==> src/rtl/apb_io_regs_pkg.sv <==
// Shared constants for the APB I/O register block: register byte offsets,
// control reset values and the fixed ID word.
package apb_io_regs_pkg;

    localparam int unsigned STATUS32_OFS = 32'h00;
    localparam int unsigned STATUS16_OFS = 32'h04;
    localparam int unsigned STATUS8_OFS  = 32'h08;
    localparam int unsigned CTRL32_OFS   = 32'h10;
    localparam int unsigned CTRL16_OFS   = 32'h14;
    localparam int unsigned CTRL8_OFS    = 32'h18;
    localparam int unsigned ID_OFS       = 32'h1C;

    localparam logic [31:0] CTRL32_RST = 32'h0000_0000;
    localparam logic [15:0] CTRL16_RST = 16'h1234;
    localparam logic [7:0]  CTRL8_RST  = 8'h00;

    // "Hi!" little-endian: byte0 = 'H'
    localparam logic [31:0] ID_VALUE = 32'h0021_6948;

endpackage

==> src/rtl/apb_io_regs.sv <==
// APB slave exposing three live status inputs, three RW control registers and
// a constant ID word. clk_en doubles as PREADY, so gating the clock stalls the bus.
module apb_io_regs
    import apb_io_regs_pkg::*;
#(
    parameter int APB_ADDR_WIDTH = 4,
    parameter int APB_DATA_WIDTH = 32
) (
    input  logic                      PCLK,
    input  logic                      PRESETn,
    input  logic                      clk_en,
    input  logic                      PSEL,
    input  logic                      PENABLE,
    input  logic                      PWRITE,
    input  logic [APB_ADDR_WIDTH+1:0] PADDR,
    input  logic [APB_DATA_WIDTH-1:0] PWDATA,
    output logic [APB_DATA_WIDTH-1:0] PRDATA,
    output logic                      PREADY,
    output logic                      PSLVERR,
    output logic [31:0]               control32b_o,
    output logic [15:0]               control16b_o,
    output logic [7:0]                control8b_o,
    input  logic [31:0]               status32b_i,
    input  logic [15:0]               status16b_i,
    input  logic [7:0]                status8b_i
);

    localparam int AW = APB_ADDR_WIDTH;

    if (APB_DATA_WIDTH != 32) begin : g_bad_data_width
        $error("apb_io_regs: APB_DATA_WIDTH must be 32");
    end

    localparam logic [AW-1:0] IDX_STATUS32 = AW'(STATUS32_OFS >> 2);
    localparam logic [AW-1:0] IDX_STATUS16 = AW'(STATUS16_OFS >> 2);
    localparam logic [AW-1:0] IDX_STATUS8  = AW'(STATUS8_OFS >> 2);
    localparam logic [AW-1:0] IDX_CTRL32   = AW'(CTRL32_OFS >> 2);
    localparam logic [AW-1:0] IDX_CTRL16   = AW'(CTRL16_OFS >> 2);
    localparam logic [AW-1:0] IDX_CTRL8    = AW'(CTRL8_OFS >> 2);
    localparam logic [AW-1:0] IDX_ID       = AW'(ID_OFS >> 2);

    logic [AW-1:0] widx;
    logic [31:0]   rd_mux;
    logic          mapped;
    logic          is_rw;
    logic          access;
    logic          wr_en;

    logic [31:0] ctrl32_q, ctrl32_d;
    logic [15:0] ctrl16_q, ctrl16_d;
    logic [7:0]  ctrl8_q,  ctrl8_d;

    assign widx   = PADDR[AW+1:2];
    assign PREADY = clk_en;
    assign access = PSEL & PENABLE & PREADY;
    assign wr_en  = access & PWRITE;

    always_comb begin
        rd_mux = '0;
        mapped = 1'b1;
        is_rw  = 1'b0;
        case (widx)
            IDX_STATUS32: rd_mux = status32b_i;
            IDX_STATUS16: rd_mux = {16'h0, status16b_i};
            IDX_STATUS8:  rd_mux = {24'h0, status8b_i};
            IDX_CTRL32: begin
                rd_mux = ctrl32_q;
                is_rw  = 1'b1;
            end
            IDX_CTRL16: begin
                rd_mux = {16'h0, ctrl16_q};
                is_rw  = 1'b1;
            end
            IDX_CTRL8: begin
                rd_mux = {24'h0, ctrl8_q};
                is_rw  = 1'b1;
            end
            IDX_ID:       rd_mux = ID_VALUE;
            default:      mapped = 1'b0;
        endcase
    end

    // Outputs are forced quiet while reset is held, even with PSEL high.
    assign PRDATA  = (PRESETn && PSEL && !PWRITE) ? rd_mux : '0;
    assign PSLVERR = PRESETn & access & (~mapped | (PWRITE & ~is_rw));

    always_comb begin
        ctrl32_d = ctrl32_q;
        ctrl16_d = ctrl16_q;
        ctrl8_d  = ctrl8_q;
        if (wr_en) begin
            if (widx == IDX_CTRL32) ctrl32_d = PWDATA[31:0];
            if (widx == IDX_CTRL16) ctrl16_d = PWDATA[15:0];
            if (widx == IDX_CTRL8)  ctrl8_d  = PWDATA[7:0];
        end
    end

    always_ff @(posedge PCLK or negedge PRESETn) begin
        if (!PRESETn) begin
            ctrl32_q <= CTRL32_RST;
            ctrl16_q <= CTRL16_RST;
            ctrl8_q  <= CTRL8_RST;
        end else begin
            ctrl32_q <= ctrl32_d;
            ctrl16_q <= ctrl16_d;
            ctrl8_q  <= ctrl8_d;
        end
    end

    assign control32b_o = ctrl32_q;
    assign control16b_o = ctrl16_q;
    assign control8b_o  = ctrl8_q;

endmodule

==> config.mk <==
export PLATFORM = sky130hd
export DESIGN_NAME = apb_io_regs
export DESIGN_NICKNAME = d
export VERILOG_FILES = /design/src/rtl/apb_io_regs_pkg.sv /design/src/rtl/apb_io_regs.sv
export SDC_FILE = /design/constraint.sdc
export NUM_CORES = 1
export LEC_CHECK = 0
export ABC_AREA = 1
export BUFFER_PORTS_ARGS = -buffer_cell sky130_fd_sc_hd__clkbuf_2
export CORE_MARGIN = 2
export CORE_UTILIZATION = 41
export CTS_BUF_LIST = sky130_fd_sc_hd__clkbuf_8
export DETAILED_ROUTE_END_ITERATION = 6
export GPL_TIMING_DRIVEN = 0
export PLACE_DENSITY_LB_ADDON = 0.1
export SLEW_MARGIN = 5
export SYNTH_ARGS = -nofsm -noshare
export SYNTH_HDL_FRONTEND = slang
export SYNTH_SLANG_ARGS = --single-unit
==> constraint.sdc <==
create_clock -name PCLK -period 1.41 [get_ports PCLK]
set_clock_uncertainty 0.05 [all_clocks]
set_input_delay 0.282 -clock PCLK [delete_from_list [all_inputs] [get_ports PCLK]]
set_output_delay 0.282 -clock PCLK [all_outputs]
set_load 0.005 [all_outputs]
==> impl_metrics.json, run 1 <==
{
  "outcome": "finished, violations left",
  "violations": "setup timing",
  "synth_top_cells_by_count": "134 x nand3_1, 102 x nand2_1, 51 x dfrtp_1",
  "worstHoldPathType": "in -> reg",
  "dieArea_um2": 8530,
  "grtUsageMet3_pct": 6.18,
  "wirelength_um": 14900,
  "ys_types": 21,
  "path_cells": "clkbuf_16 -> inv_6 -> nor2_4 -> buf_12 -> clkbuf_16 -> nand3_4 -> nand3_2 -> nor2_1 -> nor2_1 -> buf_2",
  "cp_max_fo": 7,
  "vias": 4410,
  "drc": 0,
  "critPathRequiredTime_ns": 1.08,
  "start_kind": "input port",
  "grt_pass1_vias": 3950,
  "async_flop_share_pct": 100,
  "worstReg2RegStart": "control16b_o[12]$_DFFE_PN1P_",
  "fin_tns_setup_ns": -7.01,
  "synthMostInstantiatedCell": "nand3_1",
  "place_hpwl_um": 8890,
  "clockRootBuffer": "clkbuf_8",
  "syn_inst": 453,
  "hold_start": "PWDATA[17]",
  "diodes": 0,
  "finalMaxSlewViolations": 0,
  "ios": 190,
  "drt_iter0_markers": 430,
  "synth_edf_count": 0,
  "grt_pass1_wl_um": 21000,
  "period_needed_ns": 1.69,
  "post-route-period-util_pct": 120,
  "final_hold_viol_count": 0,
  "synth_largest_area_cell": "dfrtp_1",
  "clockBufferDepth": 2,
  "synth-main-ff-cell": "dfrtp_1",
  "viasPerCell": 5.58,
  "cts_tree": "yes",
  "gr-usage-all-layers_pct": 31.8,
  "critPathKind": "in -> out",
  "rsz0062_at_grt": "yes",
  "max_stage_delay_ns": 0.17,
  "synth-seq-cells": 56,
  "area_growth_pct": 75.4,
  "grt_util_met1_pct": 43.3,
  "gr-max-usage-layer": "met2",
  "worst_pin_slew_ns": 0.479,
  "port_buffers": 187,
  "postRouteAntennaNets": 0,
  "grt_antenna_before_repair": 0,
  "clock-sinks": 56,
  "fin_nets": 787,
  "core_area_um2": 7650,
  "gp_congestion": 0.891,
  "postLayoutCoreUtil_pct": 73.4,
  "ir_worst_vdd_mv": 0.366,
  "first_pass_iters": 7,
  "numCtsBuffers": 5,
  "htreeDepth": 2,
  "fin_area_um2": 5620,
  "nFillCells": 619,
  "seq_area_frac_synth_pct": 43.9,
  "max_freq_ghz": 0.592,
  "syn_avg_cell_area_um2": 7.07,
  "post_dp_cell_area_um2": 4280,
  "syn_area_um2": 3200,
  "yosysTopAreaCellShare_pct": 39.8,
  "end_kind": "output port",
  "synth_fp_nets": 553,
  "cp_data_arrival_time_ns": 1.36,
  "maxCapViolCount": 0,
  "total_leakage_power_nw": 2.94,
  "cp-startpoint": "PADDR[4]",
  "clock_latency_ns": 0.31,
  "cpMaxStageDelayCell": "buf_12",
  "p_total_w": 0.00390,
  "p_per_area_nw_per_um2": 694,
  "start_util_pct": 41.9,
  "post_drt_wl_per_cell_um": 18.9,
  "fp-row-count": 32,
  "grt_max_degree": 30,
  "synth.area.top_cells": "dfrtp_1 40%, nand3_1 21%, nand2_1 12%",
  "grt_use_met2_pct": 50.3,
  "grt_overflow_total": 0,
  "layout-drive-gt1-share_pct": 50.6,
  "fp.dieH_um": 92.4,
  "setup_violations": 34,
  "maxSlewHeadroom_pct": 68.1,
  "die_w_um": 92.4,
  "setup_ws_ns": -0.279,
  "ys_warn_count": 0,
  "clkTransAtPathRegs_ns": 0.11
}
critical path: cells and delay by family:
| kind | cells | cell delay, ns |
|---|---|---|
| buffers and inverters | 5 | 0.63 |
| and+or+nand+nor | 5 | 0.43 |
registers in the layout, indices dropped and copies added (netlist names):
register,flops
control8b_o,8
control16b_o,16
control32b_o,32
per-stage QoR:
stage                     setup slack [ns]  std cells  hold WS, ns
after detailed placement             -1.18        742        0.392
after floorplan                    -0.0354        453      -0.0636
after global routing                -0.286        790        0.137
after global placement               -1.70        742        0.420
after CTS                           -0.279        780        0.110
final                               -0.279        790        0.125
where the power goes:
| group | leakage [nW] | internal, W | switching (W) |
|---|---|---|---|
| logic | 2.14 | 0.000529 | 0.000541 |
| registers | 0.747 | 0.00174 | 0.000134 |
| clock network | 0.0486 | 0.000394 | 0.000554 |
final timing paths:
| path | to | slack [ns] | cells after the start |
|---|---|---|---|
| hold / removal | control32b_o[17]$_DFFE_PN0P_ | 0.12 | 3 |
| hold reg to reg | control16b_o[5]$_DFFE_PN1P_ | 0.45 | 2 |
| setup / recovery | PRDATA[2] | -0.28 | 10 |
| min in group asynchronous | control16b_o[6]$_DFFE_PN0P_ | 0.47 | 2 |
| setup reg to reg | control16b_o[12]$_DFFE_PN1P_ | 0.41 | 4 |
| max in group asynchronous | control16b_o[12]$_DFFE_PN1P_ | 0.55 | 3 |
placed cells by master (no fill, tap or decap), types with 3 or more instances in the layout:
cell         n
clkbuf_4     3
nand3_1     96
a21oi_2     10
and2_1       4
buf_6       16
o21ai_1     28
o21ai_0     13
nand2_2     10
buf_2       24
nand3_4      7
nand2_1     90
buf_8       14
buf_12       8
nand4_1      4
inv_1       23
clkbuf_8     8
dfrtp_1     51
nor2_1      20
nand3_2     32
clkbuf_2   163
nor2_4       9
clkbuf_16    8
a21oi_1      6
buf_4       20
dfstp_2      5
timing repair:
action / CTS / global route
hold endpoints to repair: 56 / 0
setup buffers: 21 / 7
setup endpoints to repair: 83 / 91
gates resized for setup: 116 / 115
cloned: 7 / 5
hold buffers: 3 / 0
pin swaps: 26 / 37
cell type report:
| type | instances | area, um2 | share of cell area [%] |
|---|---|---|---|
| plain buffers | 33 | 385 | 6.86 |
| clock buffers | 6 | 82.6 | 1.47 |
| clock inverters | 2 | 11.3 | 0.200 |
| inverters | 26 | 113 | 2.00 |
| multi-input cells | 336 | 1940 | 34.5 |
| flip-flops and latches | 56 | 1410 | 25.1 |
| well taps | 102 | 128 | 2.27 |
| repair buffers | 229 | 1550 | 27.6 |
cell families after synthesis:
kind of cell           synth area share, %
buffers and inverters                 7.73
AND/OR/NAND/NOR                       39.2
flip-flops                            43.9
AO/OA/AOI/OAI                         9.14
routing by layer:
layer  wire [um]  vias to the layer above
met5           0                        -
met4         476                        0
met3        1490                       43
met2        7040                      279
met1        5900                     2103
li1            -                     1985
Note: power is estimated with default switching activity, not from simulation.
==> run 2: changes to the inputs <==
- CTS_BUF_LIST: sky130_fd_sc_hd__clkbuf_8 -> sky130_fd_sc_hd__clkbuf_4
==> run 2 against run 1 <==
  * The flow still finishes with violations (setup timing)
  * Combinational power increased by 6%
  * Global-route usage decreased by 0.47 points
  * Die area unchanged
  * Sequential power about the same
  * Critical path depth decreased by 1
  * Via count increased by 2.1%
  * Flip-flop and latch count unchanged
  * Power decreased by 3.6%
  * Largest power group unchanged
==> impl_metrics.json, run 2 (same netlist as run 1, synthesis figures left out) <==
{
  "multi_input_area_um2": 2010,
  "max_stage_delay_ns": 0.18,
  "cp_data_arrival_time_ns": 1.42,
  "place_hpwl_um": 8890,
  "gr-usage-all-layers_pct": 31.3,
  "max_freq_ghz": 0.569,
  "worstHoldPathType": "in -> reg",
  "diodes": 0,
  "outcome": "finished, violations left",
  "start_kind": "input port",
  "post_drt_wl_per_cell_um": 18.6,
  "rsz0062_at_grt": "yes",
  "critPathKind": "in -> out",
  "setup_ws_ns": -0.346,
  "path_cells": "clkbuf_16 -> nor2_4 -> buf_8 -> buf_4 -> nand3_1 -> nand2_1 -> nor2_1 -> a21oi_2 -> clkbuf_2",
  "numCtsBuffers": 5,
  "clkTransAtPathRegs_ns": 0.17,
  "fin_tns_setup_ns": -8.11,
  "grt_antenna_before_repair": 0,
  "p_sw_w": 0.00123,
  "cts_tree": "yes",
  "vias": 4503,
  "post-route-period-util_pct": 125,
  "core_area_um2": 7650,
  "ios": 190,
  "clock_latency_ns": 0.39,
  "most-common-layout-cells": "154 x clkbuf_2, 84 x nand2_1, 84 x nand3_1",
  "setup_violations": 38,
  "gp_congestion": 0.891,
  "largest_register_ffs": 32,
  "clock-sinks": 56,
  "p_clk_share_pct": 19.9,
  "p_sw_share_pct": 32.7,
  "fp-row-count": 32,
  "worst_pin_slew_ns": 0.467,
  "fin_nets": 799,
  "critPathRequiredTime_ns": 1.08,
  "period_needed_ns": 1.76,
  "cp_top_family": "buffers and inverters",
  "holdWs_ns": 0.0332,
  "htreeDepth": 2,
  "critPathBufInv": 4,
  "total_leakage_power_nw": 3.13,
  "mostFrequentLayoutCell": "clkbuf_2",
  "area.sequential_um2": 1410,
  "p_per_area_nw_per_um2": 650,
  "postRouteAntennaNets": 0,
  "port_buffers": 187,
  "clockBufferDepth": 2,
  "p_comb_share_pct": 30.1,
  "post_dp_cell_area_um2": 4280,
  "cp_max_fo": 8,
  "power.internal_w": 0.00253,
  "grt_pass1_vias": 3893,
  "grt_overflow_total": 0,
  "end_kind": "output port",
  "nFillCells": 611,
  "cpMaxStageDelayCell": "buf_8",
  "first_pass_iters": 5,
  "fp.dieH_um": 92.4,
  "start_util_pct": 41.9,
  "drc": 0,
  "drt_iter0_markers": 360,
  "grt_pass1_wl_um": 20800,
  "maxSlewHeadroom_pct": 68.9,
  "seq_power_share_pct": 50.0,
  "layout-drive-gt1-share_pct": 54.1,
  "violations": "setup timing",
  "dieArea_um2": 8530,
  "wirelength_um": 14900,
  "fin_area_um2": 5780,
  "die_w_um": 92.4,
  "viasPerCell": 5.61,
  "finalMaxSlewViolations": 0,
  "area_growth_pct": 80.4,
  "ir_worst_vdd_mv": 0.349,
  "clockRootBuffer": "clkbuf_4",
  "maxCapViolCount": 0,
  "grt_max_degree": 30,
  "final_hold_viol_count": 0,
  "p_total_w": 0.00376
}
## run 2: worst register-to-register path: stages (launching register included)
cell and delay (ns):
dfstp_2 0.58, buf_6 0.10, buf_4 0.09, nand2_1 0.05, o21ai_1 0.09
## run 2: what timing repair did
| action | 4_1_cts | 5_1_grt |
|---|---|---|
| endpoints found under the hold margin | 56 | 0 |
| endpoints found under the setup margin | 60 | 80 |
| gates resized for setup | 119 | 147 |
| hold buffers | 3 | 0 |
| setup buffers | 22 | 19 |
| cloned | 7 | 7 |
| pin swaps | 30 | 38 |
## run 2: power groups by stage
stage	combinational [W]	clock, W	sequential [W]
after floorplan	0.000278	0	0.00188
after global placement	0.000689	0	0.00188
after detailed placement	0.000705	0	0.00189
after CTS	0.000934	0.000740	0.00186
after global routing	0.00121	0.000795	0.00190
final	0.00113	0.000748	0.00188
## run 2: area by class of cell
| class | count | share of cell area, % |
|---|---|---|
| Clock buffer | 6 | 0.780 |
| Sequential cell | 56 | 24.4 |
| Buffer | 33 | 6.67 |
| Inverter | 26 | 1.91 |
| Timing Repair Buffer | 241 | 29.0 |
| Tap cell | 102 | 2.21 |
| Clock inverter | 2 | 0.195 |
| Multi-Input combinational cell | 336 | 34.8 |
## run 2: worst paths after layout
path / start / to / slack [ns] / depth (start not counted)
max in group asynchronous: PRESETn / control16b_o[9]$_DFFE_PN1P_ / 0.65 / 3
hold / removal: PWDATA[17] / control32b_o[17]$_DFFE_PN0P_ / 0.03 / 3
setup reg to reg: control16b_o[12]$_DFFE_PN1P_ / control16b_o[12]$_DFFE_PN1P_ / 0.40 / 4
min in group asynchronous: PRESETn / control32b_o[24]$_DFFE_PN0P_ / 0.38 / 2
setup / recovery: PADDR[5] / PRDATA[3] / -0.35 / 9
hold reg to reg: control16b_o[4]$_DFFE_PN1P_ / control16b_o[4]$_DFFE_PN1P_ / 0.47 / 2
## run 2: layer usage
metal  vias to the layer above  track usage [%]  routed length, um
met5                         -                0                  0
met4                         0             8.46                514
met3                        50             5.78               1490
met2                       298             50.5               7100
met1                      2140             43.5               5780
li1                       2015                -                  -
## run 2: metrics by stage
| step | utilization [%] | worst slack (ns) | std cells |
|---|---|---|---|
| after floorplan | - | -0.0354 | 453 |
| after global placement | 55.9 | -1.70 | 742 |
| after detailed placement | 56.0 | -1.18 | 742 |
| after CTS | 66.9 | -0.297 | 781 |
| after global routing | 75.6 | -0.387 | 802 |
| final | 75.6 | -0.346 | 802 |
==> run 3: changes to the inputs <==
- CAP_MARGIN: unset -> 25
- RECOVER_POWER: unset -> 50
- SKIP_CTS_REPAIR_TIMING: unset -> 1
==> run 3 against run 2 <==
  * The run still ends with setup timing left
  * Sequential share of layout area rose by 1.0 points
  * Utilization down 3.1 points
  * Critical path depth shrank 4
  * Worst hold slack improved by 0.0044 ns
  * Cell area decreased by 4.1%
  * Cell count increased by 0.75%
  * Die area is the same
  * Register-to-register slack got worse by 0.03 ns
  * Sequential power is essentially flat
  * Power down 1.3%
  * Wire length is 0.59% higher
  * Combinational power about the same
  * Critical endpoint is now PRDATA[4]
  * Largest cell class unchanged
==> impl_metrics.json, run 3 (same netlist as run 1, synthesis figures left out) <==
{
  "max_stage_delay_ns": 0.59,
  "post_dp_cell_area_um2": 4280,
  "setup_violations": 72,
  "grt_antenna_before_repair": 1,
  "max_freq_ghz": 0.573,
  "viasPerCell": 5.63,
  "gp_congestion": 0.891,
  "cp_data_arrival_time_ns": 1.41,
  "first_pass_iters": 5,
  "dieArea_um2": 8530,
  "worst_pin_slew_ns": 0.836,
  "grt_util_met1_pct": 40.3,
  "post-place-ws_ns": -1.18,
  "period_needed_ns": 1.74,
  "postLayoutCoreUtil_pct": 72.5,
  "fp-row-count": 32,
  "clock-sinks": 56,
  "gr-max-usage-layer": "met2",
  "most-common-layout-cells": "156 x clkbuf_2, 112 x nand3_1, 87 x nand2_1",
  "mostFrequentLayoutCell": "clkbuf_2",
  "fin_area_um2": 5540,
  "cts_tree": "yes",
  "maxCapViolCount": 0,
  "final_hold_viol_count": 0,
  "grt_pass1_wl_um": 18800,
  "stdcell_count": 808,
  "path_cells": "nand3_2 -> nand3_2 -> nor2_1 -> nor2_1 -> buf_2",
  "p_total_w": 0.00371,
  "drt_iter0_markers": 410,
  "fin_nets": 804,
  "die_w_um": 92.4,
  "clockRootBuffer": "clkbuf_4",
  "clockBufferDepth": 2,
  "p_per_area_nw_per_um2": 669,
  "ir_worst_vdd_mv": 0.411,
  "drc": 0,
  "critPathKind": "reg -> out",
  "rsz0062_at_grt": "yes",
  "cpMaxStageDelayCell": "dfstp_2",
  "area_growth_pct": 73.0,
  "finalMaxSlewViolations": 0,
  "ios": 190,
  "numCtsBuffers": 5,
  "cp_max_fo": 3,
  "gr-usage-all-layers_pct": 28.0,
  "maxSlewHeadroom_pct": 44.3,
  "violations": "setup timing",
  "wirelength_um": 15000,
  "dp.cells": 742,
  "core_area_um2": 7650,
  "vias": 4550,
  "worstHoldPathType": "in -> reg",
  "fp.dieH_um": 92.4,
  "end_kind": "output port",
  "grt_max_degree": 59,
  "grtUsageMet3_pct": 5.29,
  "place_hpwl_um": 8890,
  "port_buffers": 187,
  "post_drt_wl_per_cell_um": 18.5,
  "total_leakage_power_nw": 3.00,
  "postRouteAntennaNets": 0,
  "grt_use_met2_pct": 43.9,
  "htreeDepth": 2,
  "outcome": "finished, violations left",
  "start_kind": "register",
  "critPathRequiredTime_ns": 1.08,
  "largest_register_ffs": 32,
  "clkTransAtPathRegs_ns": 0.16,
  "nFillCells": 655,
  "post-route-period-util_pct": 124,
  "setup_ws_ns": -0.335,
  "start_util_pct": 41.9,
  "grt_overflow_total": 0,
  "layout-drive-gt1-share_pct": 48.7,
  "clock_latency_ns": 0.39,
  "grt_pass1_vias": 3573
}
==> run 3: routing by layer <==
metal | part of all wire [%] | wire [um]
met1 | 37 | 5520
met2 | 48 | 7250
met3 | 12 | 1740
met4 | 3.1 | 469
met5 | 0 | 0
==> run 3: layout make-up <==
cell class | count | area, um2 | area share, %
Multi-Input combinational cell | 336 | 1820 | 32.8
Timing Repair Buffer | 244 | 1670 | 30.1
Sequential cell | 56 | 1410 | 25.4
Buffer | 35 | 348 | 6.28
Tap cell | 102 | 128 | 2.30
Inverter | 26 | 115 | 2.08
Clock buffer | 6 | 45.0 | 0.813
Clock inverter | 2 | 11.3 | 0.203
Antenna cell | 1 | 2.50 | 0.0452
==> run 3: per-stage QoR <==
stage	hold slack [ns]	TNS, ns
after floorplan	-0.0636	-0.490
after global placement	0.420	-81.97
after detailed placement	0.392	-55.51
after CTS	-0.0372	-34.58
after global routing	0.0433	-19.59
final	0.0376	-11.28
==> run 3: critical path, delay by kind of cell (launching register included) <==
kind | cells | cell delay, ns
DFF | 1 | 0.59
and+or+nand+nor | 4 | 0.30
buffers and inverters | 1 | 0.13
==> run 3: final timing paths <==
| path | from | to | slack, ns | depth (start not counted) |
|---|---|---|---|---|
| setup / recovery | control16b_o[4]$_DFFE_PN1P_ | PRDATA[4] | -0.33 | 5 |
| hold / removal | PWDATA[9] | control16b_o[9]$_DFFE_PN1P_ | 0.04 | 3 |
| setup reg to reg | control16b_o[12]$_DFFE_PN1P_ | control16b_o[12]$_DFFE_PN1P_ | 0.37 | 4 |
| hold reg to reg | control16b_o[2]$_DFFE_PN1P_ | control16b_o[2]$_DFFE_PN1P_ | 0.46 | 2 |
| max in group asynchronous | PRESETn | control32b_o[2]$_DFFE_PN0P_ | 0.22 | 2 |
| min in group asynchronous | PRESETn | control16b_o[3]$_DFFE_PN0P_ | 0.52 | 3 |
==> run 3: power by group <==
group / switching [W] / internal, W
sequential: 0.000123 / 0.00175
clock: 0.000531 / 0.000210
combinational: 0.000538 / 0.000563
total: 0.00119 / 0.00252
